`config.mk`:
```
export PLATFORM = sky130hd
export DESIGN_NAME = button_step_conditioner
export DESIGN_NICKNAME = d
export VERILOG_FILES = /design/src/rtl/button_step_conditioner.sv
export SDC_FILE = /design/constraint.sdc
export NUM_CORES = 1
export LEC_CHECK = 0
export CAP_MARGIN = 20
export CELL_PAD_IN_SITES_DETAIL_PLACEMENT = 0
export CELL_PAD_IN_SITES_GLOBAL_PLACEMENT = 1
export CORE_UTILIZATION = 48
export CTS_CLUSTER_SIZE = 20
export DETAILED_ROUTE_END_ITERATION = 12
export PLACE_DENSITY_LB_ADDON = 0.1
export SLEW_MARGIN = 20
export SYNTH_ARGS = -nofsm -noshare
export SYNTH_HDL_FRONTEND = slang
export SYNTH_SLANG_ARGS = --single-unit
```
`constraint.sdc`:
```
create_clock -name clk -period 2.6 [get_ports clk]
set_input_delay 0.52 -clock clk [delete_from_list [all_inputs] [get_ports clk]]
set_output_delay 0.52 -clock clk [all_outputs]
set_load 0.03 [all_outputs]
```
`src/rtl/button_step_conditioner.sv`:
```
// button_step_conditioner
// Push-button front end for the sequencing FSM. It synchronises the raw
// active-low key, debounces it, and emits one single-cycle `step` pulse per
// accepted press. It also drives a one-shot LED acknowledge blink
// (BLINK_CYCLES on, then BLINK_CYCLES off).
//
// Optional feature: define BTN_LONGPRESS_EN to build the long-press detector.
// Without the macro, `long_press` is tied to 0 and no hold counter exists.

module button_step_conditioner #(
    parameter int DEBOUNCE_CYCLES = 1_000_000,
    parameter int BLINK_CYCLES    = 50_000,
    parameter int LONG_CYCLES     = 100_000_000
) (
    input  logic clk,
    input  logic reset,
    input  logic push_button,
    output logic step,
    output logic held,
    output logic led,
    output logic long_press
);

    // Each counter is wide enough to hold its full parameter value.
    localparam int DB_W = $clog2(DEBOUNCE_CYCLES + 1);
    localparam int BL_W = $clog2(BLINK_CYCLES + 1);

    // Terminal counts.
    // The debounce counter accepts a change on its DEBOUNCE_CYCLES-th
    // consecutive differing sample.
    // The blink counter spans BLINK_CYCLES cycles per phase.
    localparam logic [DB_W-1:0] DB_LAST = DB_W'(DEBOUNCE_CYCLES - 1);
    localparam logic [BL_W-1:0] BL_LAST = BL_W'(BLINK_CYCLES - 1);

    // Acknowledge-blink states.
    typedef enum logic [1:0] {
        ST_IDLE = 2'd0,
        ST_ON   = 2'd1,
        ST_OFF  = 2'd2
    } blink_state_t;

    logic              sync1;
    logic              sync2;
    logic [DB_W-1:0]   db_cnt;
    logic              db_done;
    logic              press_accept;

    blink_state_t      state_q;
    blink_state_t      state_d;
    logic [BL_W-1:0]   bl_cnt;
    logic [BL_W-1:0]   bl_cnt_d;
    logic              led_d;

    // Two-flop synchroniser on the inverted key, so a 1 means pressed.
    always_ff @(posedge clk or negedge reset) begin
        if (!reset) begin
            sync1 <= 1'b0;
            sync2 <= 1'b0;
        end else begin
            sync1 <= ~push_button;
            sync2 <= sync1;
        end
    end

    // A level change is accepted when the counter has already seen
    // DEBOUNCE_CYCLES-1 differing samples and the current sample also differs.
    // A press is an accepted change toward the pressed level.
    assign db_done      = (sync2 != held) && (db_cnt == DB_LAST);
    assign press_accept = db_done && sync2;

    // Debounce filter: count consecutive samples that differ from the held
    // level. Any sample that agrees with `held` restarts the count.
    always_ff @(posedge clk or negedge reset) begin
        if (!reset) begin
            held   <= 1'b0;
            db_cnt <= '0;
        end else if (sync2 == held) begin
            db_cnt <= '0;
        end else if (db_cnt == DB_LAST) begin
            held   <= sync2;
            db_cnt <= '0;
        end else begin
            db_cnt <= db_cnt + 1'b1;
        end
    end

    // Step pulse: registered copy of the accepted-press strobe, so it rises
    // on the same edge as `held` and lasts exactly one cycle.
    always_ff @(posedge clk or negedge reset) begin
        if (!reset) begin
            step <= 1'b0;
        end else begin
            step <= press_accept;
        end
    end

    // Blink FSM next-state logic. Each phase lasts BLINK_CYCLES cycles.
    // A new press always restarts the ON phase from zero.
    always_comb begin
        state_d  = state_q;
        bl_cnt_d = bl_cnt;
        case (state_q)
            ST_IDLE: begin
                bl_cnt_d = '0;
            end
            ST_ON: begin
                if (bl_cnt == BL_LAST) begin
                    state_d  = ST_OFF;
                    bl_cnt_d = '0;
                end else begin
                    bl_cnt_d = bl_cnt + 1'b1;
                end
            end
            ST_OFF: begin
                if (bl_cnt == BL_LAST) begin
                    state_d  = ST_IDLE;
                    bl_cnt_d = '0;
                end else begin
                    bl_cnt_d = bl_cnt + 1'b1;
                end
            end
            default: begin
                state_d  = ST_IDLE;
                bl_cnt_d = '0;
            end
        endcase
        if (press_accept) begin
            state_d  = ST_ON;
            bl_cnt_d = '0;
        end
        led_d = (state_d == ST_ON);
    end

    // Blink FSM registers. The LED is decoded from the next state, so it
    // rises on the same edge as `step` and stays glitch-free.
    always_ff @(posedge clk or negedge reset) begin
        if (!reset) begin
            state_q <= ST_IDLE;
            bl_cnt  <= '0;
            led     <= 1'b0;
        end else begin
            state_q <= state_d;
            bl_cnt  <= bl_cnt_d;
            led     <= led_d;
        end
    end

`ifdef BTN_LONGPRESS_EN
    localparam int LP_W = $clog2(LONG_CYCLES + 1);
    localparam logic [LP_W-1:0] LP_MAX  = LP_W'(LONG_CYCLES);
    localparam logic [LP_W-1:0] LP_LAST = LP_W'(LONG_CYCLES - 1);

    logic [LP_W-1:0] lp_cnt;

    // Hold timer.
    // - It counts cycles since the step edge while the debounced level stays
    //   pressed, then saturates, so only one pulse is fired per press.
    // - The pulse fires on the edge at which the count reaches LONG_CYCLES.
    always_ff @(posedge clk or negedge reset) begin
        if (!reset) begin
            lp_cnt     <= '0;
            long_press <= 1'b0;
        end else begin
            long_press <= held && (lp_cnt == LP_LAST);
            if (!held) begin
                lp_cnt <= '0;
            end else if (lp_cnt != LP_MAX) begin
                lp_cnt <= lp_cnt + 1'b1;
            end
        end
    end
`else
    // With the detector compiled out, LONG_CYCLES only feeds this constant
    // term, which keeps the parameter referenced.
    localparam bit LP_CFG_OK = (LONG_CYCLES >= 1);
    assign long_press = 1'b0 && LP_CFG_OK;
`endif

endmodule
```
# ---- Word level (Yosys, flattened, before mapping)
# Index checks and enable logic that the tools add are counted.
dict set report totals {
  regBits 43
  in_bits 3
  out_inout_bits 4
  word_cells 33
}
dict set report classes {
  addsub 2
  eq_ne 7
  muxes 9
  bitwise_logic 2
  reduce_logical 5
}
# op count
set ops {}
lappend ops {{16-bit two-way mux} 3}
lappend ops {{20-bit two-way mux} 2}
lappend ops {{20-bit by 1-bit adder with 20-bit output (second input constant)} 1}
lappend ops {{20-bit == test (second input constant)} 1}
lappend ops {{16-bit by 1-bit adder with 16-bit output (second input constant)} 1}
lappend ops {{16-bit == test (second input constant)} 1}
lappend ops {{2-bit two-way mux} 3}
lappend ops {{2-bit case mux with 3 select lines} 1}
lappend ops {{2-bit by 1-bit == test with 1-bit output (second input constant)} 2}
lappend ops {{2-bit == test (second input constant)} 1}
lappend ops {{1-bit logical AND} 2}
lappend ops {{2-bit zero test} 1}
lappend ops {{1-bit inverter} 2}
lappend ops {{2-bit AND reduction} 1}
lappend ops {{2-bit OR reduction} 1}
lappend ops {{1-bit == test} 1}
lappend ops {{1-bit != test} 1}

# ---- Longest topological paths before layout
dict set report depth {
  depth_word 5
  mapped_depth 6
  ltp_nobuf 5
}

# ---- Least setup slack after synthesis
# OpenSTA, ideal clock, no wires.
dict set report synth_timing {
  path_type {register -> register}
  start {reg db_cnt[0]}
  end {reg bl_cnt[10]}
  setup_time_ns 0.119
  t_arrival_ns 1.770
  required_ns 2.481
  setup_slack_ns 0.712
  path_stages_with_launch 7
  n_path_buf 1
  cell_sequence {dfrtp_1 > ha_1 > inv_1 > or4_4 > o211ai_4 > buf_4 > nor2_1}
}
dict set report synth_between {
  elab_chain_len 4
}
# element line
set synth_lines {}
lappend synth_lines {{from (decl)} 44} ;# logic [DB_W-1:0] db_cnt;
lappend synth_lines {{from (signal assigned)} 83} ;# db_cnt <= db_cnt + 1'b1;
lappend synth_lines {{20-bit == test} 68} ;# assign db_done = (sync2 != held) && (db_cnt == DB_LAST);
lappend synth_lines {{1-bit logical AND} 68}
lappend synth_lines {{1-bit logical AND} 69} ;# assign press_accept = db_done && sync2;
lappend synth_lines {{16-bit two-way mux} 127} ;# if (press_accept) begin
lappend synth_lines {{via bl_cnt_d[10]} 51} ;# logic [BL_W-1:0] bl_cnt_d;
lappend synth_lines {{to (signal assigned)} 143} ;# bl_cnt <= bl_cnt_d;
lappend synth_lines {{to (decl)} 50} ;# logic [BL_W-1:0] bl_cnt;
# The timed path passes the listed nets, and every way through them passes these cells.
# A chain may end at the register's enable or synchronous reset.

# ---- Worst setup path after layout
dict set report layout_timing {
  start {reg db_cnt[0]}
  end {reg bl_cnt[13]}
}
# The elaborated chain is that of the path after synthesis.

==> results_dict.tcl <==
set metrics [dict create \
    cts-root-buf "clkbuf_8" \
    syn-instance-count 219 \
    synth-async-reset-ratio 1.000 \
    synth-edff-count 0 \
    coreArea_um2 4384 \
    fmax_mhz 480.1 \
    clk_pin_slew_ns 0.09 \
    synthTopCellsByCount "dfrtp_1, nor2_1, xnor2_1, inv_1, nand3_1" \
    die_y_um 69.72 \
    fin_tns_setup_ns 0 \
    routedWlPerCell_um 14.69 \
    fin_nets 236 \
    gr-usage-met1 0.2240 \
    grt-ovfl-total 0 \
    synth_fp_nets 228 \
    synth.avg_cell_area_um2 10.05 \
    layout_min_cycle_time_ns 2.083 \
    synth-main-ff-cell "dfrtp_1" \
    drtIter0Drc 75 \
    post_cts_buffers 0 \
    final_layout_size_suffix_gt1_frac 0.07456 \
    drt_first_pass_iters 5 \
    clk_latency_ns 0.30 \
    synth_area_leaders "dfrtp_1, xnor2_1, nor2_1" \
    maxSlewViolCount 0 \
    grt_pass1_wl_um 7210 \
    cap_violations 0 \
    required_ns 2.77 \
    cp_slowest_cell "or4_4" \
    port_buffers 5 \
    hold_path_class "flop to flop" \
    cts_num_sinks 43 \
    post-dp-hpwl_um 2868 \
    crit_path_end_kind "flop" \
    yosys.area.top_type "dfrtp_1" \
    p_per_area_nw_per_um2 518.8 \
    final_cells 280 \
    cts_resized 0 \
    synth_area_um2 2201 \
    postRouteAntennaNets 0 \
    cp_data_arrival_time_ns 2.25 \
    synth.most_common_cell "dfrtp_1" \
    diodes 0 \
    vias 1602 \
    track_usage 0.1873 \
    initial_core_util 0.5020 \
    cp_cell_sequence "ha_1, inv_1, or4_4, o211ai_4, nor2_1" \
    yosysUniqueCellTypes 37 \
    routed_wl_um 4112 \
    grt-busiest-layer "met2" \
    ioPinCount 7 \
    crit_path_max_fanout 16 \
    grt_pass1_vias 1603 \
    viasPerCell 5.721 \
    cp_top_family "simple AND/OR/NAND/NOR gates" \
    crit_type "flop to flop" \
    cts_tree "built" \
    use_met3 0.04797 \
    dp_cells 272 \
    maxSlewHeadroom 0.3649 \
    post_dp_cell_area_um2 2288 \
    p_leak_nw 0.9335 \
    netlist.area_leader.share 0.4889 \
    antenna_found_initial 0 \
    syn2layout_area_growth_pct 9.324 \
    skew_ns 0.01140 \
    die_w_um 69.72 \
    num_rows 24 \
    worst_pin_slew_ns 0.9527 \
    setup_violations 0 \
    clock_path_buffers 2 \
    numCtsBuffers 5 \
    hold_viol_final 0 \
    yosys_warnings 0 \
    cp.buffers_inverters 1 \
    met2_usage 0.3215 \
    final_cell_area_um2 2406 \
    place_congestion 0.7696 \
    critPathLaunchType "flop" \
    period_share 0.8012 \
    timing.critical_path.slowest_cell_delay_ns 0.59 \
    drc_errors 0 \
    postCtsHoldBufs 0 \
    rsz0062_at_grt "no" \
    vdd_drop_max_mv 0.3833 \
    die_area_um2 4860 \
    ys_seq_area_frac 0.4889 \
    grt_max_degree 44 \
    cts-htree-levels 2 \
    ys_ff_latch 43 \
    status "finished, final reports clean" \
]
-- layout by cell type (no fill, tap or decap), types with 8 or more instances in the layout --
master   Yosys  routed
xnor2_1     20      20
inv_1       13      13
nor2_1      38      38
xor2_1       8       8
nand2_1      9       9
nand3_1     13      13
nand4_1      8       8
dfrtp_1     43      43
nor4_1      10      10
-- metrics by stage --
step | util | setup WS (ns) | hold WS, ns | total power [mW]
final | 0.5488 | 0.5169 | 0.3545 | 1.248
after global routing | 0.5488 | 0.3607 | 0.3736 | 1.300
after CTS | 0.5488 | 0.5269 | 0.3591 | 1.267
after detailed placement | 0.5220 | 0.5330 | 0.3410 | 0.7269
after global placement | 0.5220 | 0.6176 | 0.3400 | 0.7253
after floorplan | - | 0.7115 | 0.2244 | 0.7083
-- registers in the layout, summed over array words and instances (netlist names) --
register	cells
state_q	2
held	1
led	1
sync2	1
sync1	1
bl_cnt	16
step	1
db_cnt	20
-- power breakdown --
group | switching [mW] | internal, mW | total (mW)
combinational | 0.0240 | 0.00780 | 0.0318
sequential | 0.00753 | 0.673 | 0.681
clock | 0.225 | 0.311 | 0.535
-- worst paths after layout --
path | from | endpoint | slack, ns | cells after the start
worst max-delay path | db_cnt[0] | bl_cnt[13] | 0.52 | 5
worst min-delay path | sync1 | sync2 | 0.35 | 0
worst max register to register | db_cnt[0] | bl_cnt[13] | 0.52 | 5
worst min register to register | sync1 | sync2 | 0.35 | 0
max in group asynchronous | reset | db_cnt[19] | 1.63 | 1
min in group asynchronous | reset | bl_cnt[11] | 0.36 | 1
-- area by class of cell --
| class | count | area [µm²] |
|---|---|---|
| repair buffers | 6 | 52.55 |
| inverters | 13 | 48.80 |
| clock buffers | 6 | 82.58 |
| clock inverters | 2 | 35.03 |
| well taps | 52 | 65.06 |
| multi-input cells | 158 | 1046 |
| flip-flops and latches | 43 | 1076 |
| fillers | 398 | 1978 |
-- cell families (layout without fill, tap and decap cells) --
family	Yosys count	after routing	share of synthesized area
xor gates and xnor gates	28	28	0.1114
buffers and inverters	18	27	0.03581
adders and majority gates	6	6	0.03411
AOI/OAI and AO/OA	17	17	0.05799
muxes	1	1	0.005116
and+or+nand+nor	105	105	0.2649
DFF	43	43	0.4889
other	1	1	0.001704
-- layer usage --
layer | vias to the layer above | wire length (µm)
li1 | 784 | -
met1 | 786 | 1884
met2 | 23 | 2033
met3 | 9 | 123
met4 | 0 | 70
met5 | - | 0
(Power assumes the default switching activity.)
